[config.mk]
export PLATFORM = sky130hd
export DESIGN_NAME = onehot_mux_decoded
export DESIGN_NICKNAME = d
export VERILOG_FILES = /design/src/rtl/onehot_mux_decoded.sv
export SDC_FILE = /design/constraint.sdc
export NUM_CORES = 1
export LEC_CHECK = 0
export ABC_AREA = 1
export BUFFER_PORTS_ARGS = -buffer_cell sky130_fd_sc_hd__buf_2
export CELL_PAD_IN_SITES_DETAIL_PLACEMENT = 1
export CELL_PAD_IN_SITES_GLOBAL_PLACEMENT = 1
export CORE_UTILIZATION = 21
export CTS_CLUSTER_DIAMETER = 120
export DETAILED_ROUTE_END_ITERATION = 16
export GPL_TIMING_DRIVEN = 0
export PLACE_DENSITY = 0.84
export RECOVER_POWER = 25
export SYNTH_ARGS = -nofsm -noshare
export SYNTH_HDL_FRONTEND = slang
export SYNTH_SLANG_ARGS = --single-unit
export TNS_END_PERCENT = 30
[constraint.sdc]
create_clock -name clk_in -period 0.8 [get_ports clk_in]
set_clock_uncertainty 0.2 [all_clocks]
set_input_delay 0.04 -clock clk_in [delete_from_list [all_inputs] [get_ports clk_in]]
set_output_delay 0.04 -clock clk_in [all_outputs]
set_load 0.02 [all_outputs]
[src/rtl/onehot_mux_decoded.sv]
// Registered one-hot way multiplexer: selects one slice of a flattened multi-way bus with an
// AND-OR mux and reports the encoded way index, hit and multi-hot error flags.
module onehot_mux_decoded #(
    parameter int SINGLE_WAY_WIDTH_IN_BITS = 4,
    parameter int NUM_WAY                  = 8,
    parameter int WAY_INDEX_WIDTH          = (NUM_WAY > 1) ? $clog2(NUM_WAY) : 1
) (
    input  logic                                         clk_in,
    input  logic                                         reset_in,
    input  logic                                         valid_in,
    input  logic [SINGLE_WAY_WIDTH_IN_BITS*NUM_WAY-1:0]  way_flatted_in,
    input  logic [NUM_WAY-1:0]                           sel_in,
    output logic                                         valid_out,
    output logic [SINGLE_WAY_WIDTH_IN_BITS-1:0]          way_flatted_out,
    output logic [WAY_INDEX_WIDTH-1:0]                   way_index_out,
    output logic                                         hit_out,
    output logic                                         sel_error_out
);

    logic [SINGLE_WAY_WIDTH_IN_BITS-1:0] way_data_next;
    logic [WAY_INDEX_WIDTH-1:0]          way_index_next;
    logic                                hit_next;
    logic                                sel_error_next;
    logic                                seen_one;

    // No priority chain: every set select bit ORs its way and index in, so a multi-hot select
    // yields the OR of the selected ways and a second set bit raises the error flag.
    always_comb begin
        way_data_next  = '0;
        way_index_next = '0;
        sel_error_next = 1'b0;
        seen_one       = 1'b0;
        for (int i = 0; i < NUM_WAY; i++) begin
            if (sel_in[i]) begin
                way_data_next  = way_data_next | way_flatted_in[i*SINGLE_WAY_WIDTH_IN_BITS +: SINGLE_WAY_WIDTH_IN_BITS];
                way_index_next = way_index_next | WAY_INDEX_WIDTH'(i);
                sel_error_next = sel_error_next | seen_one;
                seen_one       = 1'b1;
            end
        end
        hit_next = |sel_in;
    end

    always_ff @(posedge clk_in) begin
        if (!reset_in) begin
            valid_out       <= 1'b0;
            way_flatted_out <= '0;
            way_index_out   <= '0;
            hit_out         <= 1'b0;
            sel_error_out   <= 1'b0;
        end else begin
            valid_out <= valid_in;
            if (valid_in) begin
                way_flatted_out <= way_data_next;
                way_index_out   <= way_index_next;
                hit_out         <= hit_next;
                sel_error_out   <= sel_error_next;
            end
        end
    end

endmodule

# Word-level counts from Yosys, hierarchy flattened
# Index checks and enable logic that the tools add are counted.
[word_totals]
out_inout_bits = 10
elab_cells = 48
in_bits = 43
regBits = 10
[op_classes]
reduce_logical = 1
n_bitwise = 13
n_mux = 29
[ops]
columns = ["operator", "n"]
rows = [
  ["$mux 4", 8],
  ["$or 4x4->4", 7],
  ["$mux 1", 15],
  ["$mux 3", 4],
  ["$reduce_or 8->1", 1],
  ["$or 1x1->1", 6],
  ["$mux 2", 2],
]

# Logic depth before layout (Yosys ltp)
[depth]
ltp_word = 15
mapped_depth = 6
depth_no_buf = 6

# Least setup slack after synthesis
# OpenSTA, ideal clock, no wires.
[synth_timing]
kind = "reg2reg"
startpoint = "register sel_error_out (netlist name)"
endpoint = "register sel_error_out"
n_path_buf = 0
setup_time_ns = 0.122
arrival_time_ns = 0.584
synth_period_minus_slack_ns = 0.906
setup_slack_ns = -0.106
t_required_ns = 0.478
path_stages_with_launch = 3
cell_sequence = "dfxtp_1 > o21ai_0 > a21oi_2"
[synth_rtl]
columns = ["element", "line", "text"]
rows = [
  ["end signal, assigned", "57", "sel_error_out <= sel_error_next;"],
  ["end, declared", "17", "output logic sel_error_out"],
]

# Worst setup path after layout
[layout_timing]
startpoint = "register way_flatted_out[3]"
endpoint = "output port way_flatted_out[3]"
[layout_rtl]
columns = ["element", "line", "text"]
rows = [
  ["start, declared", "14", "output logic [SINGLE_WAY_WIDTH_IN_BITS-1:0] way_flatted_out,"],
  ["start signal, assigned", "54", "way_flatted_out <= way_data_next;"],
]
# No word-level cell between the ends.

==> results.json <==
{
  "outcome": "finished with violations",
  "violations": "negative hold slack, negative setup slack",
  "r2r-end": "way_index_out[1]$_SDFFE_PN0P_",
  "slew_violations": 0,
  "cp_cell_sequence": "buf_6",
  "synth-seq-cells": 10,
  "vias": 953,
  "dieWidth_microns": 58.51,
  "grt.overflow.total": 0,
  "cpLargestDelayFamily": "flip-flops",
  "clk_path_buf_depth": 2,
  "drv_cap": 0,
  "fin_crit_sh_pct": 120.9,
  "yosysWarnings": 0,
  "drive_gt1_share_pct": 42.78,
  "core_area_sq_mm": 0.003053,
  "power_density_mw_per_mm2": 1334,
  "post_dp_cell_area_sq_um": 997.2,
  "rsz0062_at_grt": "true",
  "grt_pass1_vias": 1011,
  "synth.avg_cell_area_sq_um": 5.497,
  "p_leak_nw": 0.6419,
  "max_stage_delay_ns": 0.35,
  "syn_to_final_growth_pct": 68.10,
  "wl_per_cell_microns": 10.45,
  "setup_ws_ns": -0.1671,
  "end_kind": "output pin",
  "num-nets-final": 224,
  "crit_arrival_ns": 0.73,
  "holdPathStages": 3,
  "hpwl_mm": 1.980,
  "ys_types": 12,
  "final_cell_mix": "nand2_1, buf_2, nor2_1",
  "ir_drop_uv": 852.8,
  "reg2regPathDepth": 3,
  "max_slew_margin_pct": 84.40,
  "clk_pin_slew_ns": 0.07,
  "die_height_microns": 58.51,
  "ant_nets": 0,
  "root_buffer": "clkbuf_4",
  "tightest_slew_ns": 0.2340,
  "synthCells": 122,
  "grt_pass1_wl_mm": 4.112,
  "gr-usage-all-layers_pct": 15.55,
  "cts_sinks": 10,
  "fmax_mhz": 1034,
  "ios": 53,
  "crit_required_ns": 0.56,
  "finalHoldViolCount": 10,
  "fin_hold_ws_ns": -0.1278,
  "viasPerCell": 4.254,
  "dp_cells": 218,
  "drt_iter0_drc": 14,
  "finalInstanceArea_sq_mm": 0.001127,
  "setup_viol": 17,
  "seq_area_frac_synth_pct": 29.85,
  "cts_tree": "built",
  "htreeDepth": 1,
  "drc_errors": 0,
  "gp_congestion": 0.7143,
  "port_buffers": 52,
  "start_util_pct": 21.97,
  "r2r-start": "way_index_out[1]$_SDFFE_PN0P_",
  "synth_nets": 165,
  "die_area_sq_mm": 0.003423,
  "hp-start": "reset_in",
  "min_path_type": "in2reg",
  "mostFrequentLayoutCell": "nand2_1",
  "worstHoldEndpoint": "hit_out$_SDFFE_PN0P_",
  "final_cells": 224,
  "finalSetupTns_ns": -2.007,
  "dp_slack_ns": -0.2519,
  "fin_crit_ns": 0.9671,
  "routed_wl_mm": 2.341,
  "cts_buffers": 3,
  "antennaDiodeCount": 0,
  "first_pass_iters": 4,
  "synth_area_sq_um": 670.6,
  "cpMaxStageDelayCell": "dfxtp_2",
  "fp-row-count": 20,
  "antenna_found_initial": 0,
  "reg2reg_slack_ns": -0.15,
  "critical_path.startpoint_type": "register",
  "path_max_fanout": 2,
  "grt_max_degree": 11,
  "crit_buf_inv": 1,
  "insertion_delay_ns": 0.27,
  "power_mw": 1.504,
  "critPathKind": "reg2out"
}
worst max-delay path by stage:
stage / cells after the start / endpoint / slack (ns) / start
2_1_floorplan: 2 / way_index_out[1]$_SDFFE_PN0P_ / -0.05 / way_index_out[1]$_SDFFE_PN0P_
3_3_place_gp: 7 / way_flatted_out[1]$_SDFFE_PN0P_ / -0.25 / sel_in[1]
3_5_place_dp: 7 / way_flatted_out[1]$_SDFFE_PN0P_ / -0.25 / sel_in[1]
4_1_cts: 1 / way_index_out[0] / -0.18 / way_index_out[0]$_SDFFE_PN0P_
5_1_grt: 3 / way_index_out[1]$_SDFFE_PN0P_ / -0.21 / way_index_out[1]$_SDFFE_PN0P_
6_report: 1 / way_flatted_out[3] / -0.17 / way_flatted_out[3]$_SDFFE_PN0P_
layer usage:
| metal | routed length [microns] | global-route usage, % | vias up |
|---|---|---|---|
| met2 | 1178 | 28.90 | 23 |
| met1 | 1058 | 17.83 | 435 |
| met5 | 0 | 0 | - |
| li1 | - | - | 495 |
| met4 | 0 | 2.041 | 0 |
| met3 | 104 | 4.835 | 0 |
logic make-up after synthesis:
| family | synth area share (%) |
|---|---|
| buf+inv | 8.581 |
| simple gates | 49.06 |
| compound gates | 12.50 |
| flops | 29.85 |
per-stage QoR:
| step | utilization [%] | hold slack (ns) |
|---|---|---|
| 3_3_place_gp | 32.66 | 0.1510 |
| 4_1_cts | 36.31 | -0.1452 |
| 5_1_grt | 36.93 | -0.1166 |
| 6_report | 36.93 | -0.1278 |
| 2_1_floorplan | - | -0.06237 |
| 3_5_place_dp | 32.66 | 0.1501 |
final cells by class:
cell class / instances / area, sq um
Fill cell: 438 / 1926
Multi-Input combinational cell: 97 / 424.2
Timing Repair Buffer: 54 / 341.6
Sequential cell: 10 / 212.7
Tap cell: 44 / 55.05
Inverter: 14 / 52.55
Clock buffer: 4 / 36.28
Buffer: 1 / 5.005
worst min-delay path, stage by stage:
cell and delay [ns]:
buf_2 0.16, o21ai_2 0.07, nor2_1 0.04
where the power goes:
part / leakage [nW] / internal (mW) / total (mW) / switching, mW
Combinational: 0.535 / 0.229 / 0.475 / 0.246
Sequential: 0.0858 / 0.544 / 0.571 / 0.0269
Clock: 0.0210 / 0.277 / 0.458 / 0.182
state kept, by name (all words and copies together) (netlist names):
signal and cells:
hit_out 1, sel_error_out 1, valid_out 1, way_flatted_out 4, way_index_out 3
what timing repair did:
item | CTS | global route
pin swaps | 1 | 1
resized for setup | 24 | 4
buffers inserted | 1 | 1
hold endpoints to repair | 10 | 10
endpoints found under the setup margin | 18 | 19
synth_stat cells:
library cell / instances / area share [%]
nand3_1: 8 / 6.0
nor2_1: 15 / 8.4
nand2_1: 54 / 30
inv_1: 14 / 7.8
a21oi_1: 7 / 5.2
o21ai_0: 5 / 3.7
dfxtp_1: 10 / 30
o211ai_1: 2 / 2.2
nor2_2: 4 / 3.7
buf_2: 1 / 0.75
a21oi_2: 1 / 1.3
nor3_1: 1 / 0.75
No activity file was read; power rests on OpenSTA's default activity.
